$ cat config.mk
export PLATFORM = sky130hd
export DESIGN_NAME = nibble_serial_exec
export DESIGN_NICKNAME = d
export VERILOG_FILES = /design/src/rtl/exec_pkg.sv /design/src/rtl/nibble_serial_exec_slice.sv /design/src/rtl/nibble_serial_exec.sv
export SDC_FILE = /design/constraint.sdc
export NUM_CORES = 1
export LEC_CHECK = 0
export CORE_MARGIN = 2
export CORE_UTILIZATION = 30
export CTS_BUF_LIST = sky130_fd_sc_hd__clkbuf_8
export CTS_CLUSTER_SIZE = 16
export DETAILED_ROUTE_END_ITERATION = 10
export GPL_ROUTABILITY_DRIVEN = 0
export SKIP_CTS_REPAIR_TIMING = 1
export SYNTH_ARGS = -nofsm -noshare
export SYNTH_HDL_FRONTEND = slang
export SYNTH_HIERARCHICAL = 1
export SYNTH_SLANG_ARGS = --single-unit
$ cat constraint.sdc
create_clock -name clk -period 5.7 [get_ports clk]
set_input_delay 0.57 -clock clk [delete_from_list [all_inputs] [get_ports clk]]
set_output_delay 0.57 -clock clk [all_outputs]
set_load 0.1 [all_outputs]
$ cat src/rtl/exec_pkg.sv
// Shared types for the nibble-serial execute stage: opcodes, FSM states
// and the width of one serial slice.
package exec_pkg;

  localparam int NIBBLE_W = 4;

  typedef enum logic [2:0] {
    EXEC_ADD = 3'd0,
    EXEC_SUB = 3'd1,
    EXEC_AND = 3'd2,
    EXEC_OR  = 3'd3,
    EXEC_XOR = 3'd4
  } ExecOp;

  typedef enum logic [1:0] {
    IDLE,
    RUN,
    DONE
  } ExecState;

endpackage

$ cat src/rtl/nibble_serial_exec_slice.sv
// One 4-bit slice of the serial ALU. Subtraction is done as A + ~B + 1,
// so B is inverted here and the +1 arrives through carry_in on nibble 0.
// Opcodes outside the defined set fall through to the adder path.
module nibble_slice
  import exec_pkg::*;
(
  input  logic [NIBBLE_W-1:0] a_nib,
  input  logic [NIBBLE_W-1:0] b_nib,
  input  logic                carry_in,
  input  logic [2:0]          op,
  output logic [NIBBLE_W-1:0] res_nib,
  output logic                carry_out
);

  logic [NIBBLE_W-1:0] bEff;
  logic [NIBBLE_W:0]   sum;

  // Select the nibble result; logic ops never propagate a carry
  always_comb begin
    bEff      = (op == EXEC_SUB) ? ~b_nib : b_nib;
    sum       = {1'b0, a_nib} + {1'b0, bEff} + {{NIBBLE_W{1'b0}}, carry_in};
    res_nib   = sum[NIBBLE_W-1:0];
    carry_out = sum[NIBBLE_W];
    case (op)
      EXEC_AND: begin
        res_nib   = a_nib & b_nib;
        carry_out = 1'b0;
      end
      EXEC_OR: begin
        res_nib   = a_nib | b_nib;
        carry_out = 1'b0;
      end
      EXEC_XOR: begin
        res_nib   = a_nib ^ b_nib;
        carry_out = 1'b0;
      end
      default: ;
    endcase
  end

endmodule

$ cat src/rtl/nibble_serial_exec.sv
// Nibble-serial execute stage: accepts one decoded ALU op, walks the
// operands one nibble per clock (LSB first) with the carry held in a flop,
// then offers the result to writeback on a valid/ready handshake.
// Optional zero flag output is enabled by NIBBLE_SERIAL_EXEC_ZERO_FLAG_EN.
module nibble_serial_exec
  import exec_pkg::*;
#(
  parameter int NIBBLES = 8,
  parameter int RD_W    = 5
) (
  input  logic                     clk,
  input  logic                     reset,
  input  logic                     in_valid,
  output logic                     in_ready,
  input  logic [2:0]               in_op,
  input  logic [NIBBLE_W*NIBBLES-1:0] in_a,
  input  logic [NIBBLE_W*NIBBLES-1:0] in_b,
  input  logic [RD_W-1:0]          in_rd,
  output logic                     out_valid,
  input  logic                     out_ready,
  output logic [NIBBLE_W*NIBBLES-1:0] out_result,
  output logic [RD_W-1:0]          out_rd,
`ifdef NIBBLE_SERIAL_EXEC_ZERO_FLAG_EN
  output logic                     out_zero,
`endif
  output logic                     out_carry
);

  localparam int W     = NIBBLE_W * NIBBLES;
  localparam int IDX_W = (NIBBLES > 1) ? $clog2(NIBBLES) : 1;
  localparam logic [IDX_W-1:0] LAST_IDX = IDX_W'(NIBBLES - 1);

  ExecState            state_q;
  logic [IDX_W-1:0]    idx_q;
  logic                carry_q;
  logic [W-1:0]        opA_q;
  logic [W-1:0]        opB_q;
  logic [2:0]          op_q;
  logic [RD_W-1:0]     rd_q;
  logic [W-1:0]        result_q;
  logic                outValid_q;
  logic                outCarry_q;
`ifdef NIBBLE_SERIAL_EXEC_ZERO_FLAG_EN
  logic                nonZero_q;
  logic                outZero_q;
`endif

  logic [NIBBLE_W-1:0] aNib;
  logic [NIBBLE_W-1:0] bNib;
  logic [NIBBLE_W-1:0] resNib_d;
  logic                carry_d;

  assign aNib = opA_q[NIBBLE_W*idx_q +: NIBBLE_W];
  assign bNib = opB_q[NIBBLE_W*idx_q +: NIBBLE_W];

  nibble_slice u_slice (
    .a_nib     (aNib),
    .b_nib     (bNib),
    .carry_in  (carry_q),
    .op        (op_q),
    .res_nib   (resNib_d),
    .carry_out (carry_d)
  );

  assign in_ready   = (state_q == IDLE);
  assign out_valid  = outValid_q;
  assign out_result = result_q;
  assign out_rd     = rd_q;
  assign out_carry  = outCarry_q;
`ifdef NIBBLE_SERIAL_EXEC_ZERO_FLAG_EN
  assign out_zero   = outZero_q;
`endif

  // Control FSM, operand latches, nibble index and result accumulation
  always_ff @(posedge clk) begin
    if (!reset) begin
      state_q    <= IDLE;
      idx_q      <= '0;
      carry_q    <= 1'b0;
      opA_q      <= '0;
      opB_q      <= '0;
      op_q       <= 3'd0;
      rd_q       <= '0;
      result_q   <= '0;
      outValid_q <= 1'b0;
      outCarry_q <= 1'b0;
`ifdef NIBBLE_SERIAL_EXEC_ZERO_FLAG_EN
      nonZero_q  <= 1'b0;
      outZero_q  <= 1'b0;
`endif
    end else begin
      case (state_q)
        IDLE: begin
          if (in_valid) begin
            opA_q     <= in_a;
            opB_q     <= in_b;
            op_q      <= in_op;
            rd_q      <= in_rd;
            result_q  <= '0;
            idx_q     <= '0;
            carry_q   <= (in_op == EXEC_SUB);
`ifdef NIBBLE_SERIAL_EXEC_ZERO_FLAG_EN
            nonZero_q <= 1'b0;
`endif
            state_q   <= RUN;
          end
        end
        RUN: begin
          result_q[NIBBLE_W*idx_q +: NIBBLE_W] <= resNib_d;
          carry_q <= carry_d;
          idx_q   <= idx_q + 1'b1;
`ifdef NIBBLE_SERIAL_EXEC_ZERO_FLAG_EN
          nonZero_q <= nonZero_q | (|resNib_d);
`endif
          if (idx_q == LAST_IDX) begin
            state_q    <= DONE;
            outValid_q <= 1'b1;
            outCarry_q <= carry_d;
`ifdef NIBBLE_SERIAL_EXEC_ZERO_FLAG_EN
            outZero_q  <= ~(nonZero_q | (|resNib_d));
`endif
          end
        end
        DONE: begin
          if (out_ready) begin
            state_q    <= IDLE;
            outValid_q <= 1'b0;
          end
        end
        default: begin
          state_q <= IDLE;
        end
      endcase
    end
  end

endmodule

# Word-level counts from Yosys, hierarchy flattened
# Cells that the tools add are included.
word_totals:
  out_inout_bits: 40
  reg_bits: 112
op_classes:
  muxes: 17
  n_eq_ne: 11
  reduce_logical: 9
  n_bitwise: 4
  shifts: 4
  addsub: 4
op_table:
  columns: ["operator", "n"]
  rows:
  - ["case mux 32 bit (2 select lines)", 1]
  - ["variable part select 32 x 6 -> 4 bit", 2]
  - ["negation 5 -> 34 bit", 1]
  - ["variable shift 4 x 34 -> 32 bit, first input constant", 1]
  - ["variable part select 4 x 34 -> 32 bit", 1]
  - ["bitwise mux 32 bit", 1]
  - ["two-way mux 32 bit", 1]
  - ["case mux 4 bit (3 select lines)", 1]
  - ["== test 3 x 1 -> 1 bit, second input constant", 2]
  - ["== test 3 x 2 -> 1 bit, second input constant", 2]
  - ["== test 3 bit, second input constant", 2]
  - ["two-way mux 2 bit", 3]
  - ["inequality test 2 bit, second input constant", 3]
  - ["case mux 2 bit (3 select lines)", 1]
  - ["case mux 3 bit (2 select lines)", 1]
  - ["AND reduction 2 bit", 3]
  - ["AND reduction 3 bit", 2]
  - ["adder 4 x 4 -> 5 bit", 1]
  - ["adder 5 x 1 -> 5 bit", 1]
  - ["bitwise AND 4 bit", 1]
  - ["two-way mux 1 bit", 4]
  - ["two-way mux 4 bit", 1]
  - ["inverter 4 bit", 1]
  - ["bitwise OR 4 bit", 1]
  - ["other kinds (9)", 11]

# Longest topological paths before layout
# Gate-level depths: netlist (run 1).
logic_depth:
  depth_word: 9
  depth_mapped: 15
  depth_no_buf: 13

# Cells and area by module
# The synthesis (run 1) kept the hierarchy.
modules_own_cells:
  columns: ["mod", "n_inst", "area_each_um2", "cells_each"]
  rows:
  - ["nibble_serial_exec", 1, 4885.9, 549]
  - ["nibble_slice", 1, 479.2, 63]

# Worst setup path after synthesis (run 1)
# No wires, ideal clock.
synth_path:
  kind: "reg-to-reg"
  start: "register idx_q[1]"
  end: "register result_q[10] (netlist: out_result[10])"
  setup_time_ns: 0.076
  arrival_ns: 3.183
  slack_ns: 2.441
  stages_incl_launch_ff: 14
  synth_period_minus_slack_ns: 3.259
  n_path_buf: 2
  path_cell_list: "dfxtp_1 > buf_2 > buf_2 > mux4_2 > nor2_1 > a221oi_1 > inv_1 > fa_1 > fa_1 > xor2_1 > a222oi_1 > and2_1 > nand2_1 > o22ai_1"
synth_via:
  word_cells_on_any_way: 15
  classes_between: "3 x add/sub; 4 x shift; 4 x mux; 4 x bitwise"
synth_rtl:
  columns: ["item", "line", "text"]
  rows:
  - ["start: declaration", "nibble_serial_exec.sv:34", "logic [IDX_W-1:0] idx_q;"]
  - ["start signal: assignment", "nibble_serial_exec.sv:111", "idx_q <= idx_q + 1'b1;"]
  - ["variable part select 32 x 6 -> 4 bit", "nibble_serial_exec.sv:53", "assign aNib = opA_q[NIBBLE_W*idx_q +: NIBBLE_W];"]
  - ["named net aNib[0]", "nibble_serial_exec.sv:48", "logic [NIBBLE_W-1:0] aNib;"]
  - ["adder 4 x 4 -> 5 bit", "nibble_serial_exec_slice.sv:21", "sum = {1'b0, a_nib} + {1'b0, bEff} + {{NIBBLE_W{1'b0}}, carry_in};"]
  - ["adder 5 x 1 -> 5 bit", "nibble_serial_exec_slice.sv:21", null]
  - ["case mux 4 bit (3 select lines)", "nibble_serial_exec_slice.sv:24", "case (op)"]
  - ["named net resNib_d[2]", "nibble_serial_exec.sv:50", "logic [NIBBLE_W-1:0] resNib_d;"]
  - ["variable part select 4 x 34 -> 32 bit", "nibble_serial_exec.sv:109", "result_q[NIBBLE_W*idx_q +: NIBBLE_W] <= resNib_d;"]
  - ["bitwise mux 32 bit", "nibble_serial_exec.sv:109", null]
  - ["case mux 32 bit (2 select lines)", "nibble_serial_exec.sv:92", "case (state_q)"]
  - ["end signal: indexed assignment", "nibble_serial_exec.sv:109", null]
  - ["end: declaration", "nibble_serial_exec.sv:40", "logic [W-1:0] result_q;"]
# The timed path passes the listed nets, and every way through them passes these cells.
# A chain may end at the register's enable or synchronous reset.

# Worst setup path after layout (run 1)
layout_path:
  start: "register idx_q[0]"
  end: "register result_q[10] (netlist: out_result[10])"
layout_via:
  elab_chain_cells: 9
  word_cells_on_any_way: 15
  classes_between: "3 x add/sub; 4 x shift; 4 x mux; 4 x bitwise"
layout_lines:
  columns: ["item", "line", "text"]
  rows:
  - ["variable part select 32 x 6 -> 4 bit *", "nibble_serial_exec.sv:54", "assign bNib = opB_q[NIBBLE_W*idx_q +: NIBBLE_W];"]
  - ["named net bNib[0]", "nibble_serial_exec.sv:49", "logic [NIBBLE_W-1:0] bNib;"]
  - ["inverter 4 bit", "nibble_serial_exec_slice.sv:20", "bEff = (op == EXEC_SUB) ? ~b_nib : b_nib;"]
  - ["two-way mux 4 bit *", "nibble_serial_exec_slice.sv:20", null]
  - ["adder 4 x 4 -> 5 bit *", "nibble_serial_exec_slice.sv:21", null]
  - ["adder 5 x 1 -> 5 bit *", "nibble_serial_exec_slice.sv:21", null]
  - ["case mux 4 bit (3 select lines) *", "nibble_serial_exec_slice.sv:24", null]
  - ["named net resNib_d[2]", "nibble_serial_exec.sv:50", null]
  - ["variable part select 4 x 34 -> 32 bit *", "nibble_serial_exec.sv:109", null]
  - ["bitwise mux 32 bit *", "nibble_serial_exec.sv:109", null]
  - ["case mux 32 bit (2 select lines) *", "nibble_serial_exec.sv:92", null]
# The timed path passes the listed nets; every way through them passes the cells marked *.

==> results of run 1 <==
-- worst max-delay path by stage --
stage                         from        endpoint  slack [ns]
final                     idx_q[0]  out_result[10]        1.64
after global routing      idx_q[0]  out_result[11]        1.20
after CTS                 idx_q[0]  out_result[10]        1.64
after detailed placement  idx_q[0]  out_result[10]        1.65
after global placement    idx_q[0]  out_result[10]        1.84
after floorplan           idx_q[1]  out_result[10]        2.44
-- metal layers --
metal  vias to the layer above  share of wire, %
met5                         -                 0
met4                         0               2.7
met3                        23               4.8
met2                        90                43
met1                      2033                49
li1                       2273                 -
-- kinds of logic (layout without fill, tap and decap cells) --
group | Yosys count | in the layout
flip-flops | 112 | 112
AND/OR/NAND/NOR | 238 | 238
XOR/XNOR | 6 | 6
AO/OA/AOI/OAI | 134 | 134
buffers and inverters | 70 | 161
multiplexers | 32 | 32
adder cells (fa/ha/maj) | 20 | 20
-- per-stage QoR --
stage | std cells | cell area (sq um) | power (mW) | utilization [%]
floorplan | 612 | 5370 | 1.09 | -
global placement | 912 | 6630 | 1.21 | 38.1
detailed placement | 912 | 6630 | 1.22 | 38.1
CTS | 928 | 6880 | 1.80 | 39.5
global route | 928 | 6880 | 1.87 | 39.5
finish | 928 | 6880 | 1.78 | 39.5
-- layout make-up --
type,instances,share of cell area [%]
flip-flops and latches,112,32.6
clock inverters,6,1.67
inverters,26,1.42
well taps,225,4.09
multi-input cells,430,41.2
repair buffers,119,17.1
clock buffers,10,2.00
-- critical path: cells and delay by family (launching register included) --
kind | cells | cell delay (ns)
AO/OA/AOI/OAI | 3 | 0.88
buffers and inverters | 1 | 0.22
XOR/XNOR | 2 | 0.35
adder cells (fa/ha/maj) | 2 | 0.84
flip-flops | 1 | 0.89
AND/OR/NAND/NOR | 3 | 0.81
-- synth_stat cells, types with 4 or more instances --
master / count / area [sq um]
o21ai_0: 4 / 20.0
a221oi_1: 10 / 87.6
a21boi_0: 77 / 578
inv_1: 24 / 90.1
nand2_1: 159 / 597
xnor2_1: 4 / 35.0
nand3_1: 18 / 90.1
dfxtp_1: 112 / 2240
buf_2: 10 / 50.1
clkbuf_1: 28 / 105
and2_1: 7 / 43.8
nor2_1: 19 / 71.3
mux2i_1: 24 / 240
a21oi_1: 8 / 40.0
nor2b_1: 6 / 37.5
a32o_1: 12 / 120
o22ai_1: 12 / 75.1
mux4_2: 6 / 135
nand2b_1: 8 / 50.1
ha_1: 18 / 225
-- sequential cells by signal, indices dropped and copies added, names as in the netlist --
name        cells
idx_q           3
opA_q          32
out_result     32
out_rd          5
op_q            3
state_q         2
opB_q          32
out_carry       1
out_valid       1
carry_q         1
-- report_power, final --
part / total [mW] / switching [mW] / leakage (nW) / internal (mW)
logic: 0.353 / 0.203 / 1.40 / 0.150
clock network: 0.589 / 0.282 / 0.128 / 0.307
registers: 0.843 / 0.0258 / 0.914 / 0.817
total: 1.78 / 0.510 / 2.44 / 1.27
==> flow_summary.json, run 1 <==
{
  "io_pins": 116,
  "mostFrequentLayoutCells": "nand2_1, clkdlybuf4s50_1, dfxtp_1, a21boi_0",
  "pre_cts_ws_ns": 1.65,
  "grt_pass1_wl_um": 22300,
  "cts_made_buffers": 9,
  "diodes": 0,
  "synth_top_family_by_area": "simple AND/OR/NAND/NOR gates",
  "outcome": "completed",
  "r2r_slack_ns": 1.64,
  "multiInputGateArea_sq_um": 2830,
  "clk_pin_slew_ns": 0.11,
  "drv_cap": 0,
  "cp_cell_sequence": "inv_1 > nor2_1 > a221oi_1 > xnor2_1 > fa_1 > fa_1 > xor2_1 > a222oi_1 > and2_1 > nand2_1 > o22ai_1",
  "portBuffers": 115,
  "maxSlewHeadroom_pct": 32.0,
  "synth_adder_area_share_pct": 4.94,
  "crit_type": "flip-flop to flip-flop",
  "timing.rr.start": "idx_q[0]",
  "cp.required_ns": 6.03,
  "rr_worst_depth": 11,
  "fin_ws_ns": 1.64,
  "hpwl_um": 9850,
  "power.leakage_nw": 2.44,
  "cts_tree": "done",
  "coreArea_sq_um": 17400,
  "synth_cells": 612,
  "grt_overflow": 0,
  "finalCriticalPeriod_ns": 4.06,
  "die_h_um": 138,
  "clock-sinks": 112,
  "timing_hold_violations_final": 0,
  "fmax_mhz": 246,
  "drc": 0,
  "synth_flop_cell": "dfxtp_1",
  "top_usage_layer": "met2",
  "ys_async_sr_fraction_pct": 0,
  "synth-seq-cells": 112,
  "min_path_cells": 2,
  "synth_cell_type_count": 48,
  "holdWs_ns": 0.468,
  "seqCellArea_sq_um": 2240,
  "synth_compound_area_share_pct": 18.8,
  "crit_fanout": 19,
  "ir_drop_mv": 0.110,
  "antenna_found_initial": 0,
  "synth-simple-area-share_pct": 19.9,
  "worstMarginPinSlew_ns": 1.02,
  "power_density_nw_per_um2": 259,
  "synth_fp_nets": 708,
  "ys_seq_area_share_pct": 41.8,
  "grt_util_met1_pct": 21.3,
  "synth_edf_count": 0,
  "skew_ns": 0.0141,
  "via_count": 4419,
  "hold_path_end": "opA_q[13]",
  "crit_path_frequent_cell": "fa_1",
  "routed_wl_um": 13800,
  "synth-xor-area-share_pct": 0.979,
  "gr-usage-met2_pct": 22.8,
  "tns_ns": 0,
  "synth_area_sq_um": 5370,
  "row_count": 48,
  "h-tree-depth": 3,
  "crit_slowest_cell": "dfxtp_1",
  "vias_per_cell": 4.76,
  "syn_area_per_cell_sq_um": 8.77,
  "nets": 794,
  "hold_class": "flip-flop to flip-flop",
  "drive_above_1_share_pct": 4.55,
  "yosys_warnings": 6,
  "r2r_end": "out_result[10]",
  "grt_max_degree": 85,
  "groute.usage.overall_pct": 15.3,
  "final_common_cell": "nand2_1",
  "syn_to_final_growth_pct": 28.3,
  "cts_buffer_depth": 2,
  "period_share_pct": 71.3,
  "ant_nets": 0,
  "grtUsageMet3_pct": 2.76,
  "cp_slowest_stage_delay_ns": 0.89,
  "crit_arrival_ns": 4.40,
  "setup_viol": 0,
  "hp-start": "opA_q[13]",
  "wl_per_cell_um": 14.9,
  "endpoint_kind": "flip-flop",
  "die_area_sq_um": 19000,
  "root_buffer": "clkbuf_8",
  "report.final.slew_viol_count": 0,
  "drt_iter0_markers": 295,
  "critPathLaunchType": "flip-flop",
  "die_w_um": 138,
  "clock_latency_ns": 0.40,
  "synthMuxAreaShare_pct": 7.98,
  "fillers": 1807,
  "grt_setup_unrepaired": "false",
  "firstDrtPassIters": 4,
  "start_util_pct": 30.8,
  "grt_pass1_vias": 4211
}
No activity file was read; power rests on OpenSTA's default activity.
==> inputs of run 2 (changes only) <==
clock period = 4.1 ns   (was 5.7 ns; I/O delays follow)
==> run 2 against run 1 <==
  * Critical path depth up 1
  * Non-clock buffer count increased by 2
  * Global-route usage is 0.14 points lower
  * Final area barely moved
  * Largest cell class unchanged
  * Hold slack is essentially flat
  * Count of clock-buffer cells in the layout shrank 1
==> flow_summary.json, run 2 (synthesis gave the netlist of run 1 again) <==
{
  "h-tree-depth": 3,
  "cts_buffer_depth": 2,
  "timing_hold_violations_final": 0,
  "grt_pass1_vias": 4320,
  "final_common_cell": "nand2_1",
  "vias_per_cell": 4.77,
  "firstDrtPassIters": 4,
  "die_w_um": 138,
  "drt_iter0_markers": 298,
  "crit_family": "adder cells",
  "ant_nets": 0,
  "start_util_pct": 30.8,
  "root_buffer": "clkbuf_8",
  "hold_class": "flip-flop to flip-flop",
  "nets": 796,
  "period_share_pct": 89.1,
  "die_h_um": 138,
  "met3WireLength_um": 553,
  "highest_layer": "met4",
  "groute.usage.overall_pct": 15.1,
  "fillers": 1770,
  "worstMarginPinSlew_ns": 0.990,
  "hpwl_um": 9990,
  "crit_type": "flip-flop to flip-flop",
  "crit_arrival_ns": 3.98,
  "wl_met2_um": 6110,
  "antenna_found_initial": 0,
  "critPathLaunchType": "flip-flop",
  "row_count": 48,
  "outcome": "completed",
  "utilization_pct": 39.5,
  "wl_met1_um": 7040,
  "power.total_mw": 2.40,
  "routed_wl_um": 13800,
  "fin_ws_ns": 0.448,
  "pre_cts_ws_ns": 0.456,
  "crit_fanout": 9,
  "skew_ns": 0.0183,
  "grt_pass1_wl_um": 22400,
  "power.leakage_nw": 2.44,
  "cp_slowest_stage_delay_ns": 0.44,
  "final_cell_count_no_fill": 930,
  "coreArea_sq_um": 17400,
  "syn_to_final_growth_pct": 28.2,
  "endpoint_kind": "flip-flop",
  "clk_pin_slew_ns": 0.11,
  "finalCriticalPeriod_ns": 3.65,
  "drv_cap": 0,
  "cts_tree": "done",
  "placed_cell_area_sq_um": 6660,
  "drc": 0,
  "holdWs_ns": 0.468,
  "maxSlewHeadroom_pct": 33.8,
  "cts_made_buffers": 9,
  "via_count": 4434,
  "cp_cell_sequence": "buf_4 > inv_1 > nor2_1 > a221oi_1 > xnor2_1 > fa_1 > fa_1 > xor2_1 > a222oi_1 > and2_1 > nand2_1 > o22ai_1",
  "io_pins": 116,
  "grt_max_degree": 74,
  "clock_latency_ns": 0.40,
  "fmax_mhz": 274,
  "critical_path_buf_inv_count": 2,
  "grt_setup_unrepaired": "false",
  "die_area_sq_um": 19000,
  "tns_ns": 0,
  "report.final.slew_viol_count": 0,
  "grt_overflow": 0,
  "wl_per_cell_um": 14.9,
  "placed_cells": 914,
  "cp.required_ns": 4.42,
  "diodes": 0,
  "clock-sinks": 112,
  "design_area_sq_um": 6880,
  "setup_viol": 0,
  "portBuffers": 115,
  "power_density_nw_per_um2": 349,
  "crit_slowest_cell": "fa_1",
  "crit_path_frequent_cell": "fa_1",
  "drive_above_1_share_pct": 4.68,
  "ir_drop_mv": 0.148,
  "mostFrequentLayoutCells": "nand2_1, clkdlybuf4s50_1, dfxtp_1, a21boi_0, inv_1"
}
-- run 2: cell count changes in the layout (fill, tap and decap cells not counted) --
cell / delta
bufinv_16: -1
inv_6: +1
inv_8: -1
inv_1: +1
clkinv_4: +1
buf_12: +1
buf_4: +1
clkbuf_8: -1
-- run 2: routing by layer --
| metal | up-vias | global-route usage [%] |
|---|---|---|
| met1 | 2072 | 21.3 |
| met2 | 77 | 23.6 |
| met5 | - | 0 |
| met3 | 10 | 2.80 |
| li1 | 2275 | - |
| met4 | 0 | 4.25 |
-- run 2: worst register-to-register path, stage by stage (launching register included) --
cell      delay, ns
dfxtp_1        0.39
buf_4          0.22
inv_1          0.11
nor2_1         0.41
a221oi_1       0.28
xnor2_1        0.21
fa_1           0.44
fa_1           0.42
xor2_1         0.15
a222oi_1       0.44
and2_1         0.32
nand2_1        0.08
o22ai_1        0.14
-- run 2: path summary, 6_finish.rpt --
check                  from  cells after the start  slack (ns)        endpoint
hold / removal    out_rd[3]                      2        0.47       out_rd[3]
hold reg to reg   out_rd[3]                      2        0.47       out_rd[3]
setup reg to reg   idx_q[0]                     12        0.45  out_result[10]
setup / recovery   idx_q[0]                     12        0.45  out_result[10]
-- run 2: where the power goes --
part           internal (mW)  switching (mW)  total, mW
Clock                  0.346           0.393      0.739
Combinational          0.211           0.282      0.493
Sequential              1.14          0.0341       1.17
-- run 2: cell type report --
| cell class | instances | area, sq um | area share (%) |
|---|---|---|---|
| clock inverter | 7 | 95.1 | 1.38 |
| tap | 225 | 282 | 4.09 |
| timing repair buffer | 121 | 1200 | 17.5 |
| multi-input combinational | 430 | 2830 | 41.2 |
| clock buffer | 9 | 124 | 1.80 |
| inverter | 26 | 97.6 | 1.42 |
| sequential | 112 | 2240 | 32.6 |
==> inputs of run 3 (changes only) <==
ABC_AREA = 1   (was default)
==> run 3 against run 2 <==
  * Final area fell by 1.1%
  * Power fell by 0.58%
  * Combinational power rose by 15%
  * First-iteration DRC count rose by 20%
  * Largest cell class unchanged
  * Global-route usage rose by 0.84 points
  * Synthesized cell count rose by 25%
==> flow_summary.json, run 3 <==
{
  "outcome": "completed",
  "clock-sinks": 112,
  "antenna_found_initial": 0,
  "crit_path_frequent_cell": "nor2_1",
  "report.final.slew_viol_count": 0,
  "cts_tree": "done",
  "grt_pass1_vias": 5022,
  "placed_cells": 1076,
  "hold_class": "flip-flop to flip-flop",
  "synth_cells": 765,
  "multiInputGateArea_sq_um": 2720,
  "yosys_warnings": 6,
  "synth_cell_type_count": 30,
  "internal_power_mw": 1.59,
  "synth_fp_nets": 861,
  "ant_nets": 0,
  "cts_buffer_depth": 2,
  "root_buffer": "clkbuf_8",
  "drc": 0,
  "syn_area_per_cell_sq_um": 7.06,
  "crit_type": "flip-flop to flip-flop",
  "fmax_mhz": 299,
  "power_frac_seq_pct": 49.8,
  "nets": 954,
  "power_density_nw_per_um2": 351,
  "switching_share_pct": 33.4,
  "endpoint_kind": "flip-flop",
  "r2r_slack_ns": 0.75,
  "grt_max_degree": 77,
  "crit_slowest_cell": "fa_1",
  "cts_made_buffers": 9,
  "crit_family": "simple AND/OR/NAND/NOR gates",
  "ir_drop_mv": 0.134,
  "ys_seq_area_share_pct": 41.5,
  "timing.rr.start": "idx_q[0]",
  "portBuffers": 115,
  "combPwrFrac_pct": 23.7,
  "crit_arrival_ns": 3.68,
  "cp_slowest_stage_delay_ns": 0.48,
  "clock_power_share_pct": 26.5,
  "synth_flop_cell": "dfxtp_1",
  "critical_path_buf_inv_count": 2,
  "ys_async_sr_fraction_pct": 0,
  "drive_above_1_share_pct": 5.10,
  "synth_most_common_cell": "nor2_1",
  "drv_cap": 0,
  "cp.required_ns": 4.43,
  "io_pins": 116,
  "die_area_sq_um": 19100,
  "start_util_pct": 30.3,
  "final_common_cell": "nor2_1",
  "via_count": 5199,
  "hpwl_um": 10700,
  "holdWs_ns": 0.465,
  "die_h_um": 138,
  "firstDrtPassIters": 6,
  "syn_to_final_growth_pct": 25.9,
  "grt_overflow": 0,
  "placed_cell_area_sq_um": 6630,
  "crit_cells": 17,
  "tns_ns": 0,
  "clock_latency_ns": 0.40,
  "die_w_um": 138,
  "worstMarginPinSlew_ns": 0.979,
  "row_count": 49,
  "final_cell_count_no_fill": 1092,
  "clk_pin_slew_ns": 0.11,
  "skew_ns": 0.0122,
  "fillers": 1905,
  "seqCellArea_sq_um": 2240,
  "h-tree-depth": 3,
  "synth-seq-cells": 112,
  "utilization_pct": 38.1,
  "switchingPower_mw": 0.798,
  "grt_setup_unrepaired": "false",
  "cp_cell_sequence": "buf_4 > nor2_1 > nor2_1 > o21ai_0 > o21ai_0 > nor2_1 > nor2_1 > inv_1 > fa_1 > fa_1 > xnor2_1 > nand2_1 > nand4_1 > nand3_1 > nor2_1 > nand2_1 > a21oi_1",
  "diodes": 0,
  "power.leakage_nw": 2.64,
  "maxSlewHeadroom_pct": 34.5,
  "synth_area_leaders": "dfxtp_1, nor2_1, o21ai_0, nand2_1, ha_1",
  "mostFrequentLayoutCells": "nor2_1, clkdlybuf4s50_1, dfxtp_1, o21ai_0, nand2_1",
  "groute.usage.overall_pct": 16.0,
  "wl_per_cell_um": 13.6,
  "routed_wl_um": 14800,
  "synthTopCellsByCount": "nor2_1, dfxtp_1, o21ai_0",
  "grt_pass1_wl_um": 25100,
  "yosys.area.top_type": "dfxtp_1",
  "timing_hold_violations_final": 0,
  "critPathLaunchType": "flip-flop",
  "synth_top_area_share_pct": 41.5,
  "period_share_pct": 81.7,
  "critPathLaunch": "idx_q[0]",
  "synth_edf_count": 0,
  "synth_area_sq_um": 5400,
  "design_area_sq_um": 6800,
  "vias_per_cell": 4.76,
  "finalCriticalPeriod_ns": 3.35,
  "setup_viol": 0,
  "crit_fanout": 38,
  "rr_worst_depth": 17,
  "drt_iter0_markers": 359,
  "crit_end": "out_result[14]",
  "r2r_end": "out_result[14]",
  "coreArea_sq_um": 17800
}
==> run 3: metal layers <==
layer | wire length (um) | track usage, % | up-vias | share of wire (%)
li1 | - | - | 2671 | -
met1 | 7050 | 21.8 | 2381 | 47
met2 | 6780 | 24.8 | 126 | 46
met3 | 703 | 2.91 | 21 | 4.7
met4 | 318 | 6.71 | 0 | 2.1
met5 | 0 | 0 | - | 0
==> run 3: worst min path at each step <==
| stage | cells after the start | to | slack [ns] | from |
|---|---|---|---|---|
| 3_5_place_dp | 2 | out_result[23] | 0.46 | out_result[23] |
| 5_1_grt | 2 | out_result[21] | 0.51 | out_result[21] |
| 6_report | 2 | out_valid | 0.46 | out_valid |
| 2_1_floorplan | 2 | opB_q[10] | 0.45 | opB_q[10] |
| 4_1_cts | 2 | out_result[23] | 0.47 | out_result[23] |
| 3_3_place_gp | 2 | opB_q[22] | 0.46 | opB_q[22] |
==> run 3: worst register-to-register path: stages (launching register included) <==
cell     delay [ns]
dfxtp_1        0.40
buf_4          0.38
nor2_1         0.08
nor2_1         0.09
o21ai_0        0.08
o21ai_0        0.09
nor2_1         0.06
nor2_1         0.15
inv_1          0.10
fa_1           0.48
fa_1           0.42
xnor2_1        0.16
nand2_1        0.07
nand4_1        0.18
nand3_1        0.15
nor2_1         0.16
nand2_1        0.07
a21oi_1        0.16
==> run 3: power by group through the flow <==
stage | Sequential (mW) | Clock, mW | Combinational [mW]
global route | 1.20 | 0.698 | 0.644
detailed placement | 1.21 | 0 | 0.568
floorplan | 1.25 | 0 | 0.359
CTS | 1.19 | 0.651 | 0.571
global placement | 1.21 | 0 | 0.561
finish | 1.19 | 0.632 | 0.566
==> run 3: cells by family (layout without fill, tap and decap cells) <==
kind of cell / count (synthesis) / in the layout / synth area share [%]
simple gates: 381 / 381 / 29.2
compound gates: 163 / 163 / 15.4
flops: 112 / 112 / 41.5
buf+inv: 84 / 182 / 8.08
fa+ha+maj: 20 / 20 / 4.91
xor+xnor: 5 / 5 / 0.950
==> run 3: cell type report <==
cell class | instances | share of cell area (%)
clock buffer | 9 | 1.82
inverter | 41 | 2.26
multi-input combinational | 569 | 40.0
sequential | 112 | 33.0
timing repair buffer | 125 | 18.0
tap | 229 | 4.21
clock inverter | 7 | 0.772
==> run 3: through the flow <==
stage	total power, mW	setup WS (ns)
6_report	2.39	0.752
5_1_grt	2.54	0.304
4_1_cts	2.41	0.765
3_5_place_dp	1.78	0.799
3_3_place_gp	1.78	0.862
2_1_floorplan	1.61	1.29
